==> config.mk <==
export PLATFORM = sky130hd
export DESIGN_NAME = fpm_unit_scheduler
export DESIGN_NICKNAME = d
export VERILOG_FILES = /design/src/rtl/fu_pkg.sv /design/src/rtl/fpm.sv /design/src/rtl/rr_arbiter.sv /design/src/rtl/fpm_unit_scheduler.sv
export SDC_FILE = /design/constraint.sdc
export NUM_CORES = 2
export LEC_CHECK = 0
export CORE_ASPECT_RATIO = 1.2
export CORE_UTILIZATION = 59
export CTS_CLUSTER_DIAMETER = 80
export DETAILED_ROUTE_END_ITERATION = 6
export PLACE_DENSITY = 0.82
export SKIP_CTS_REPAIR_TIMING = 1
export SYNTH_ARGS = -nofsm -noshare
export SYNTH_HDL_FRONTEND = slang
export SYNTH_SLANG_ARGS = --single-unit
==> constraint.sdc <==
create_clock -name clk -period 11.4 [get_ports clk]
set_clock_uncertainty 0.15 [all_clocks]
set_input_delay 2.28 -clock clk [delete_from_list [all_inputs] [get_ports clk]]
set_output_delay 2.28 -clock clk [all_outputs]
set_load 0.03 [all_outputs]
==> src/rtl/fu_pkg.sv <==
// Shared definitions for the floating-point functional-unit schedulers
// (multiplier and adder). Holds the scheduler state encoding, the default
// CDB tag width and the floating-point word width.
package fu_pkg;

  localparam int FLOAT_W       = 32;
  localparam int TAG_W_DEFAULT = 4;

  typedef enum logic [1:0] {
    ST_IDLE = 2'd0,
    ST_EXEC = 2'd1,
    ST_WB   = 2'd2
  } fu_state_e;

endpackage

==> src/rtl/fpm.sv <==
// Combinational IEEE-754 single-precision multiplier.
// Round-to-nearest-even; subnormal inputs and results flush to signed zero;
// any NaN input or inf*0 yields the canonical quiet NaN.
// Ports:
//   a_i, b_i - operands
//   p_o      - product
module fpm (
  input  logic [31:0] a_i,
  input  logic [31:0] b_i,
  output logic [31:0] p_o
);

  logic              sign;
  logic              a_nan, b_nan, a_inf, b_inf, a_zero, b_zero;
  logic [47:0]       prod;
  logic signed [9:0] exp_s;
  logic [22:0]       frac;
  logic              guard, sticky, rnd;
  logic [30:0]       mag;

  always_comb begin
    sign   = a_i[31] ^ b_i[31];
    a_nan  = (a_i[30:23] == 8'hFF) && (a_i[22:0] != '0);
    b_nan  = (b_i[30:23] == 8'hFF) && (b_i[22:0] != '0);
    a_inf  = (a_i[30:23] == 8'hFF) && (a_i[22:0] == '0);
    b_inf  = (b_i[30:23] == 8'hFF) && (b_i[22:0] == '0);
    a_zero = (a_i[30:23] == 8'h00);
    b_zero = (b_i[30:23] == 8'h00);

    prod  = 48'({1'b1, a_i[22:0]}) * 48'({1'b1, b_i[22:0]});
    exp_s = $signed({2'b00, a_i[30:23]}) + $signed({2'b00, b_i[30:23]}) - 10'sd127;

    // Significand product lies in [1,4); normalise the [2,4) case.
    if (prod[47]) begin
      frac   = prod[46:24];
      guard  = prod[23];
      sticky = |prod[22:0];
      exp_s  = exp_s + 10'sd1;
    end else begin
      frac   = prod[45:23];
      guard  = prod[22];
      sticky = |prod[21:0];
    end

    // Rounding carry propagates from fraction into exponent; a carry out of
    // exponent 254 lands exactly on the infinity encoding.
    rnd = guard & (sticky | frac[0]);
    mag = {exp_s[7:0], frac} + 31'(rnd);

    if (a_nan || b_nan || (a_inf && b_zero) || (b_inf && a_zero)) begin
      p_o = 32'h7FC0_0000;
    end else if (a_inf || b_inf || exp_s >= 10'sd255) begin
      p_o = {sign, 8'hFF, 23'd0};
    end else if (a_zero || b_zero || exp_s <= 10'sd0) begin
      p_o = {sign, 31'd0};
    end else begin
      p_o = {sign, mag};
    end
  end

endmodule

==> src/rtl/rr_arbiter.sv <==
// Round-robin arbiter. Searches req_i starting at (ptr_i + 1) mod N and
// wrapping, so the most recently served index (ptr_i) has lowest priority.
// Ports:
//   req_i   - request vector
//   ptr_i   - index of the last granted requester
//   grant_o - one-hot grant (all zero when no request)
//   idx_o   - binary index of the granted requester
//   valid_o - at least one request present
module rr_arbiter #(
  parameter int N     = 3,
  parameter int IDX_W = $clog2(N)
) (
  input  logic [N-1:0]     req_i,
  input  logic [IDX_W-1:0] ptr_i,
  output logic [N-1:0]     grant_o,
  output logic [IDX_W-1:0] idx_o,
  output logic             valid_o
);

  logic [IDX_W-1:0] cand;

  // NOTE: every combinational output gets a default before any conditional
  // assignment; a path that leaves one unassigned would infer a latch.
  always_comb begin
    grant_o = '0;
    idx_o   = '0;
    valid_o = 1'b0;
    cand    = '0;
    for (int off = 1; off <= N; off++) begin
      cand = IDX_W'((int'(ptr_i) + off) % N);
      if (!valid_o && req_i[cand]) begin
        valid_o = 1'b1;
        idx_o   = cand;
      end
    end
    if (valid_o) grant_o[idx_o] = 1'b1;
  end

endmodule

==> src/rtl/fpm_unit_scheduler.sv <==
// Functional-unit controller for the FP multiplier. Arbitrates round-robin
// among NUM_RS reservation stations, latches the winner's operands, charges
// LATENCY execute cycles, then holds the product on the CDB until acked.
// One operation in flight at a time.
// Ports:
//   clk, rst       - clock, synchronous active-high reset
//   flush          - squash in-flight op (returns to IDLE next edge)
//   rs_req/a/b/tag - per-station request and packed operands/tags
//   rs_grant       - one-hot grant, combinational, IDLE only
//   busy           - op in EXEC or WB
//   cdb_valid/tag/value, cdb_ack - CDB result handshake
module fpm_unit_scheduler
  import fu_pkg::*;
#(
  parameter int NUM_RS  = 3,
  parameter int TAG_W   = TAG_W_DEFAULT,
  parameter int LATENCY = 3
) (
  input  logic                      clk,
  input  logic                      rst,
  input  logic                      flush,
  input  logic [NUM_RS-1:0]         rs_req,
  input  logic [NUM_RS*FLOAT_W-1:0] rs_a,
  input  logic [NUM_RS*FLOAT_W-1:0] rs_b,
  input  logic [NUM_RS*TAG_W-1:0]   rs_tag,
  output logic [NUM_RS-1:0]         rs_grant,
  output logic                      busy,
  output logic                      cdb_valid,
  output logic [TAG_W-1:0]          cdb_tag,
  output logic [FLOAT_W-1:0]        cdb_value,
  input  logic                      cdb_ack
);

  localparam int IDX_W = $clog2(NUM_RS);
  localparam int CNT_W = (LATENCY > 1) ? $clog2(LATENCY) : 1;

  fu_state_e          state_q, state_d;
  logic [IDX_W-1:0]   ptr_q, ptr_d;
  logic [CNT_W-1:0]   cnt_q, cnt_d;
  logic               cdb_valid_q, cdb_valid_d;
  logic [TAG_W-1:0]   cdb_tag_q, cdb_tag_d;
  logic [FLOAT_W-1:0] cdb_value_q, cdb_value_d;
  logic [FLOAT_W-1:0] op_a_q, op_b_q;
  logic [TAG_W-1:0]   op_tag_q;

  logic [NUM_RS-1:0]  arb_grant;
  logic [IDX_W-1:0]   arb_idx;
  logic               arb_valid;
  logic               grant_ok;
  logic [FLOAT_W-1:0] fpm_p;

  rr_arbiter #(.N(NUM_RS), .IDX_W(IDX_W)) u_arb (
    .req_i   (rs_req),
    .ptr_i   (ptr_q),
    .grant_o (arb_grant),
    .idx_o   (arb_idx),
    .valid_o (arb_valid)
  );

  fpm u_fpm (
    .a_i (op_a_q),
    .b_i (op_b_q),
    .p_o (fpm_p)
  );

  // Flush suppresses a coincident grant so the station keeps its request.
  assign grant_ok  = (state_q == ST_IDLE) && arb_valid && !flush;
  assign rs_grant  = grant_ok ? arb_grant : '0;
  assign busy      = (state_q != ST_IDLE);
  assign cdb_valid = cdb_valid_q;
  assign cdb_tag   = cdb_tag_q;
  assign cdb_value = cdb_value_q;

  always_comb begin
    state_d     = state_q;
    ptr_d       = ptr_q;
    cnt_d       = cnt_q;
    cdb_valid_d = cdb_valid_q;
    cdb_tag_d   = cdb_tag_q;
    cdb_value_d = cdb_value_q;

    unique case (state_q)
      ST_IDLE: begin
        if (grant_ok) begin
          ptr_d   = arb_idx;
          cnt_d   = CNT_W'(LATENCY - 1);
          state_d = ST_EXEC;
        end
      end
      ST_EXEC: begin
        if (cnt_q == '0) begin
          cdb_value_d = fpm_p;
          cdb_tag_d   = op_tag_q;
          cdb_valid_d = 1'b1;
          state_d     = ST_WB;
        end else begin
          cnt_d = cnt_q - 1'b1;
        end
      end
      ST_WB: begin
        if (cdb_ack) begin
          cdb_valid_d = 1'b0;
          state_d     = ST_IDLE;
        end
      end
      default: state_d = ST_IDLE;
    endcase

    // Flush overrides every state; the RR pointer is deliberately kept.
    if (flush) begin
      state_d     = ST_IDLE;
      cdb_valid_d = 1'b0;
      cnt_d       = '0;
    end
  end

  // NOTE: sequential state uses non-blocking assignments so every register
  // samples pre-edge values regardless of statement order.
  always_ff @(posedge clk) begin
    if (rst) begin
      state_q     <= ST_IDLE;
      ptr_q       <= IDX_W'(NUM_RS - 1);
      cnt_q       <= '0;
      cdb_valid_q <= 1'b0;
      cdb_tag_q   <= '0;
      cdb_value_q <= '0;
    end else begin
      state_q     <= state_d;
      ptr_q       <= ptr_d;
      cnt_q       <= cnt_d;
      cdb_valid_q <= cdb_valid_d;
      cdb_tag_q   <= cdb_tag_d;
      cdb_value_q <= cdb_value_d;
    end
  end

  // NOTE: operand holding registers carry no reset; they are only observed
  // after a grant has loaded them, so resetting them would buy nothing.
  always_ff @(posedge clk) begin
    if (grant_ok) begin
      op_a_q   <= rs_a[int'(arb_idx)*FLOAT_W +: FLOAT_W];
      op_b_q   <= rs_b[int'(arb_idx)*FLOAT_W +: FLOAT_W];
      op_tag_q <= rs_tag[int'(arb_idx)*TAG_W +: TAG_W];
    end
  end

endmodule
# Word-level counts from Yosys, hierarchy flattened
# Cells that the tools add are included.
[op_classes]
add_sub_neg = 8
multipliers = 1
div_mod_pow = 3
order_cmp = 7
n_eq_ne = 8
shifts = 3
muxes = 33
bitwise = 3
reduce_logical = 40
[ops]
columns = ["op", "n"]
rows = [
  ["$shiftx A96 B8 Y32", 2],
  ["$mod A32 B3 Y32 const B", 3],
  ["$mux W31", 2],
  ["$mul A24 B24 Y48", 1],
  ["$logic_not A23 Y1", 2],
  ["$reduce_bool A23 Y1", 2],
  ["$mux W32", 1],
  ["$add A31 B1 Y31", 1],
  ["$mux W23", 1],
  ["$reduce_or A23 Y1", 1],
  ["$reduce_or A22 Y1", 1],
  ["$eq A8 B8 Y1 const B", 2],
  ["$logic_not A8 Y1", 2],
  ["$mux W2", 8],
  ["$lt A2 B3 Y1 const B", 4],
  ["$shiftx A12 B5 Y4", 1],
  ["$logic_and A1 B1 Y1", 11],
  ["$mux W1", 11],
  ["$add A10 B2 Y10 const B", 1],
  ["$ge A10 B9 Y1 const B", 1],
  ["$le A10 B1 Y1 const B", 1],
  ["$mux W10", 1],
  ["$sub A10 B8 Y10 const B", 1],
  ["$add A8 B8 Y9", 1],
  ["other kinds (23)", 44],
]
[word_totals]
ff_bits = 111
input_bits = 211
out_inout_bits = 41
elab_cells = 115

# Logic depth before layout (Yosys ltp)
[depth]
depth_word = 17
depth_mapped = 36
mapped_depth_nobuf = 32

# By module
# Synthesis repeated with hierarchy kept, for this count alone.
[hier_totals]
hier_cells = 3146
hier_area_um2 = 27128.5
[by_module_without_submodules]
columns = ["mod", "instances", "cells_per_inst", "area_each_um2", "seq_area_each_um2"]
rows = [
  ["fpm", 1, 2622, 21858.5, 0.0],
  ["fpm_unit_scheduler", 1, 485, 5012.3, 2902.8],
  ["rr_arbiter", 1, 39, 257.7, 0.0],
]

# Worst setup path after synthesis
# No wires, ideal clock.
[synth_path]
path_kind = "input-to-output"
startpoint = "in rs_req[2]"
endpoint = "out rs_grant[2]"
arrival_ns = 6.838
required_ns = 8.970
setup_slack_ns = 2.132
path_stages = 4
n_path_buf = 0
cell_sequence = "nor2_1 maj3_1 a21oi_1 and2_1"
[synth_between]
elab_cells_between_ends = 25
cone_classes = "2 x order compare; 16 x mux; 7 x reduce/logical"
[synth_lines]
columns = ["element", "line", "rtl"]
rows = [
  ["start: declaration", "fpm_unit_scheduler.sv:22", "input logic [NUM_RS-1:0] rs_req,"],
  ["$bmux W1 S2", "rr_arbiter.sv:31", "if (!valid_o && req_i[cand]) begin"],
  ["$mux W1 (implied by the code)", "rr_arbiter.sv:31", ""],
  ["$mux W1", "rr_arbiter.sv:31", ""],
  ["$logic_not A1 Y1", "rr_arbiter.sv:31", ""],
  ["$logic_and A1 B1 Y1", "rr_arbiter.sv:31", ""],
  ["$mux W1", "rr_arbiter.sv:31", ""],
  ["$logic_not A1 Y1", "rr_arbiter.sv:31", ""],
  ["$logic_and A1 B1 Y1", "rr_arbiter.sv:31", ""],
  ["$mux W1 (*)", "rr_arbiter.sv:31", ""],
  ["$logic_and A1 B1 Y1 (*) (2 in series)", "fpm_unit_scheduler.sv:67", "assign grant_ok = (state_q == ST_IDLE) && arb_valid && !flush;"],
  ["net grant_ok", "fpm_unit_scheduler.sv:49", "logic grant_ok;"],
  ["$mux W3 (*)", "fpm_unit_scheduler.sv:68", "assign rs_grant = grant_ok ? arb_grant : '0;"],
  ["end: declaration", "fpm_unit_scheduler.sv:26", "output logic [NUM_RS-1:0] rs_grant,"],
]
# Mark *: on every way through the listed nets, which the timed path passes. The rest lies on a longest branch. The select of a mux whose other input is x is not followed.

# Worst setup path in the final report
[layout_path]
startpoint = "reg op_a_q[1]"
endpoint = "reg cdb_value_q[24] (netlist: cdb_value[24])"
[layout_between]
elab_chain_len = 9
elab_cells_between_ends = 26
cone_classes = "1 x add/sub; 1 x mul; 2 x order compare; 7 x mux; 2 x bitwise; 13 x reduce/logical"
[layout_lines]
columns = ["element", "line", "rtl"]
rows = [
  ["start: declaration", "fpm_unit_scheduler.sv:43", "logic [FLOAT_W-1:0] op_a_q, op_b_q;"],
  ["start signal: assignment", "fpm_unit_scheduler.sv:141", "op_a_q <= rs_a[int'(arb_idx)*FLOAT_W +: FLOAT_W];"],
  ["$mul A24 B24 Y48", "fpm.sv:30", "prod = 48'({1'b1, a_i[22:0]}) * 48'({1'b1, b_i[22:0]});"],
  ["$reduce_or A23 Y1 or $reduce_or A22 Y1 (tied branches)", "fpm.sv:37, fpm.sv:42", ""],
  ["$mux W1", "fpm.sv:34", "if (prod[47]) begin"],
  ["$or A1 B1 Y1", "fpm.sv:47", "rnd = guard & (sticky | frac[0]);"],
  ["$and A1 B1 Y1", "fpm.sv:47", ""],
  ["$add A31 B1 Y31", "fpm.sv:48", "mag = {exp_s[7:0], frac} + 31'(rnd);"],
  ["$mux W31", "fpm.sv:54", "end else if (a_zero || b_zero || exp_s <= 10'sd0) begin"],
  ["$mux W31", "fpm.sv:52", "end else if (a_inf || b_inf || exp_s >= 10'sd255) begin"],
  ["$mux W32 (*)", "fpm.sv:50", "if (a_nan || b_nan || (a_inf && b_zero) || (b_inf && a_zero)) begin"],
  ["end signal: assignment", "fpm_unit_scheduler.sv:133", "cdb_value_q <= cdb_value_d;"],
  ["end: declaration", "fpm_unit_scheduler.sv:42", "logic [FLOAT_W-1:0] cdb_value_q, cdb_value_d;"],
]
# Mark *: on every way between the ends. The rest lies on a longest branch, timed or not.
# A chain may end at the register's enable or synchronous reset.

==> flow_metrics.env <==
export IMPL_layout_commonest_cell="inv_1"
export IMPL_ant_nets=0
export IMPL_grt_util_all_layers=0.375
export IMPL_avgSynthCellArea_um2=8.63
export IMPL_ys_ff_latch=111
export IMPL_tns_ps=0
export IMPL_dr_first_iter_drc_count=1951
export IMPL_drc_errors=0
export IMPL_gp_congestion=0.996
export IMPL_synthesis_nets=3986
export IMPL_path_clk_slew_ps=110
export IMPL_die_y_um=235
export IMPL_maxUsedRoutingLayer="met5"
export IMPL_min_path_type="flop to flop"
export IMPL_critPathLaunchType="flop"
export IMPL_layout_min_cycle_time_ps=10410
export IMPL_rsz0062_at_grt="false"
export IMPL_whs_ps=305
export IMPL_overflow=0
export IMPL_yosys_warnings=0
export IMPL_postPlaceCellArea_um2=29800
export IMPL_yosysSeqAreaShare=0.108
export IMPL_synthArstFlopShare=0
export IMPL_initial_core_util=0.597
export IMPL_boundaryPins=252
export IMPL_rows=85
export IMPL_wl_met1_mm=29.7
export IMPL_vias=23300
export IMPL_crit_type="flop to flop"
export IMPL_synth_area_leaders="fa_1 36%, ha_1 8.7%, inv_1 7.7%"
export IMPL_drive_gt1_frac=0.0362
export IMPL_status="completed"
export IMPL_netlist_cell_type_count=104
export IMPL_synth_top_cell_area_share=0.361
export IMPL_syn_to_final_growth_pct=12.3
export IMPL_core_region_area_um2=44900
export IMPL_clk_latency_ps=400
export IMPL_finalHoldViolCount=0
export IMPL_synth_main_ff_cell="edfxtp_1"
export IMPL_port_buffers=251
export IMPL_drv_slew=0
export IMPL_clockBufferDepth=2
export IMPL_synth_edf_count=68
export IMPL_h_tree_depth=3
export IMPL_setup_viol=0
export IMPL_fin_area_um2=30100
export IMPL_layout_common_cells="547 x inv_1, 529 x nand2_1, 483 x fa_1"
export IMPL_required_ps=11560
export IMPL_cts_tree="yes"
export IMPL_fin_crit_sh=0.913
export IMPL_cts_made_buffers=9
export IMPL_synth_top_area_cell="fa_1"
export IMPL_die_area_um2=46300
export IMPL_maxSlewHeadroom=0.177
export IMPL_tightest_slew_ps=1230
export IMPL_route_met3_wl_mm=7.62
export IMPL_cts_root_buf="clkbuf_16"
export IMPL_nNetsFinal=4134
export IMPL_synth_area_um2=26800
export IMPL_worstPathMaxFanout=18
export IMPL_nFillCells=3694
export IMPL_cts_sinks=111
export IMPL_wl_met2_mm=41.2
export IMPL_viasPerCell=6.03
export IMPL_routed_wirelength_mm=84.7
export IMPL_syn_inst=3105
export IMPL_wire_per_inst_um=21.9
export IMPL_dp_hpwl_mm=69.2
export IMPL_fmax_mhz=96.1
export IMPL_die_x_um=197
export IMPL_ff2ff_setup_slack_ps=990
export IMPL_grt_pass1_wl_mm=133
export IMPL_grt_pass1_vias=24900
export IMPL_grt_max_degree=70
export IMPL_max_cap_violations=0
export IMPL_cp_end_kind="flop"
export IMPL_arrival_ps=10570
export IMPL_drt_first_pass_iters=6
export IMPL_antenna_found_initial=2
==> synthesized netlist by cell type (33+ instances only) <==
library cell  instances
nor3_1               33
edfxtp_1             68
nand3_1              36
and2_1              246
clkbuf_1            123
a21oi_1              97
xnor2_1              54
nand4_1              33
fa_1                483
nand2_1             529
ha_1                187
inv_1               547
nor2_1              123
dfxtp_1              43
o21ai_0              50
a22oi_1              75
==> per-stage QoR <==
step                std cells  utilization  setup slack (ps)
finish                   3868        0.671               994
global route             3868        0.671               582
CTS                      3867        0.670              1140
detailed placement       3851        0.664              1140
global placement         3851        0.664              1450
floorplan                3105            -              2130
==> cells by family after synthesis <==
| kind of cell | share of synthesized area |
|---|---|
| simple gates | 0.203 |
| buf+inv | 0.100 |
| fa+ha+maj | 0.449 |
| compound gates | 0.112 |
| flops | 0.108 |
| xor+xnor | 0.0248 |
| mux | 0.00378 |
==> sequential cells by signal, summed over array words and instances, names as in the netlist <==
name	count
cdb_tag	4
cdb_valid	1
cdb_value	32
cnt_q	2
op_a_q	32
op_b_q	32
op_tag_q	4
ptr_q	2
state_q	2
==> final cells by class <==
cell class	count	area [um2]	share of cell area
clock inverter	7	86.3	0.00287
antenna	1	2.50	0.0000832
tap	609	762	0.0253
sequential	111	2900	0.0965
multi-input combinational	2289	21200	0.706
inverter	551	2070	0.0687
timing repair buffer	291	2810	0.0935
clock buffer	9	225	0.00748
==> critical path: stages, from the launching register on <==
cell and delay (ps):
edfxtp_1 970, clkinv_1 540, fa_1 660, inv_1 50
fa_1 500, fa_1 510, fa_1 510, fa_1 520
fa_1 550, inv_1 50, fa_1 530, inv_1 40
ha_1 430, a21oi_2 220, o21ai_1 120, a22o_1 300
o31a_1 350, nor4_1 630, nor2_2 200, o21ai_0 240
ha_1 230, nand2_1 170, a2111oi_4 610, nand4b_4 220
nor4_4 400, a21boi_1 120, o31a_1 240, o211a_1 200
==> worst paths after layout <==
kind	depth (start not counted)	start	endpoint
min	2	cdb_value[20]	cdb_value[20]
max reg2reg	27	op_a_q[1]	cdb_value[24]
max	27	op_a_q[1]	cdb_value[24]
min reg2reg	2	cdb_value[20]	cdb_value[20]
==> per-layer routing <==
layer / vias to the layer above / track usage
met5: - / 0
met4: 2 / 0.243
met3: 333 / 0.0675
met2: 1386 / 0.632
met1: 11400 / 0.440
li1: 10200 / -
Power is not shown: default switching activity piles up to over one toggle a cycle in this logic, so the estimate is an artifact.
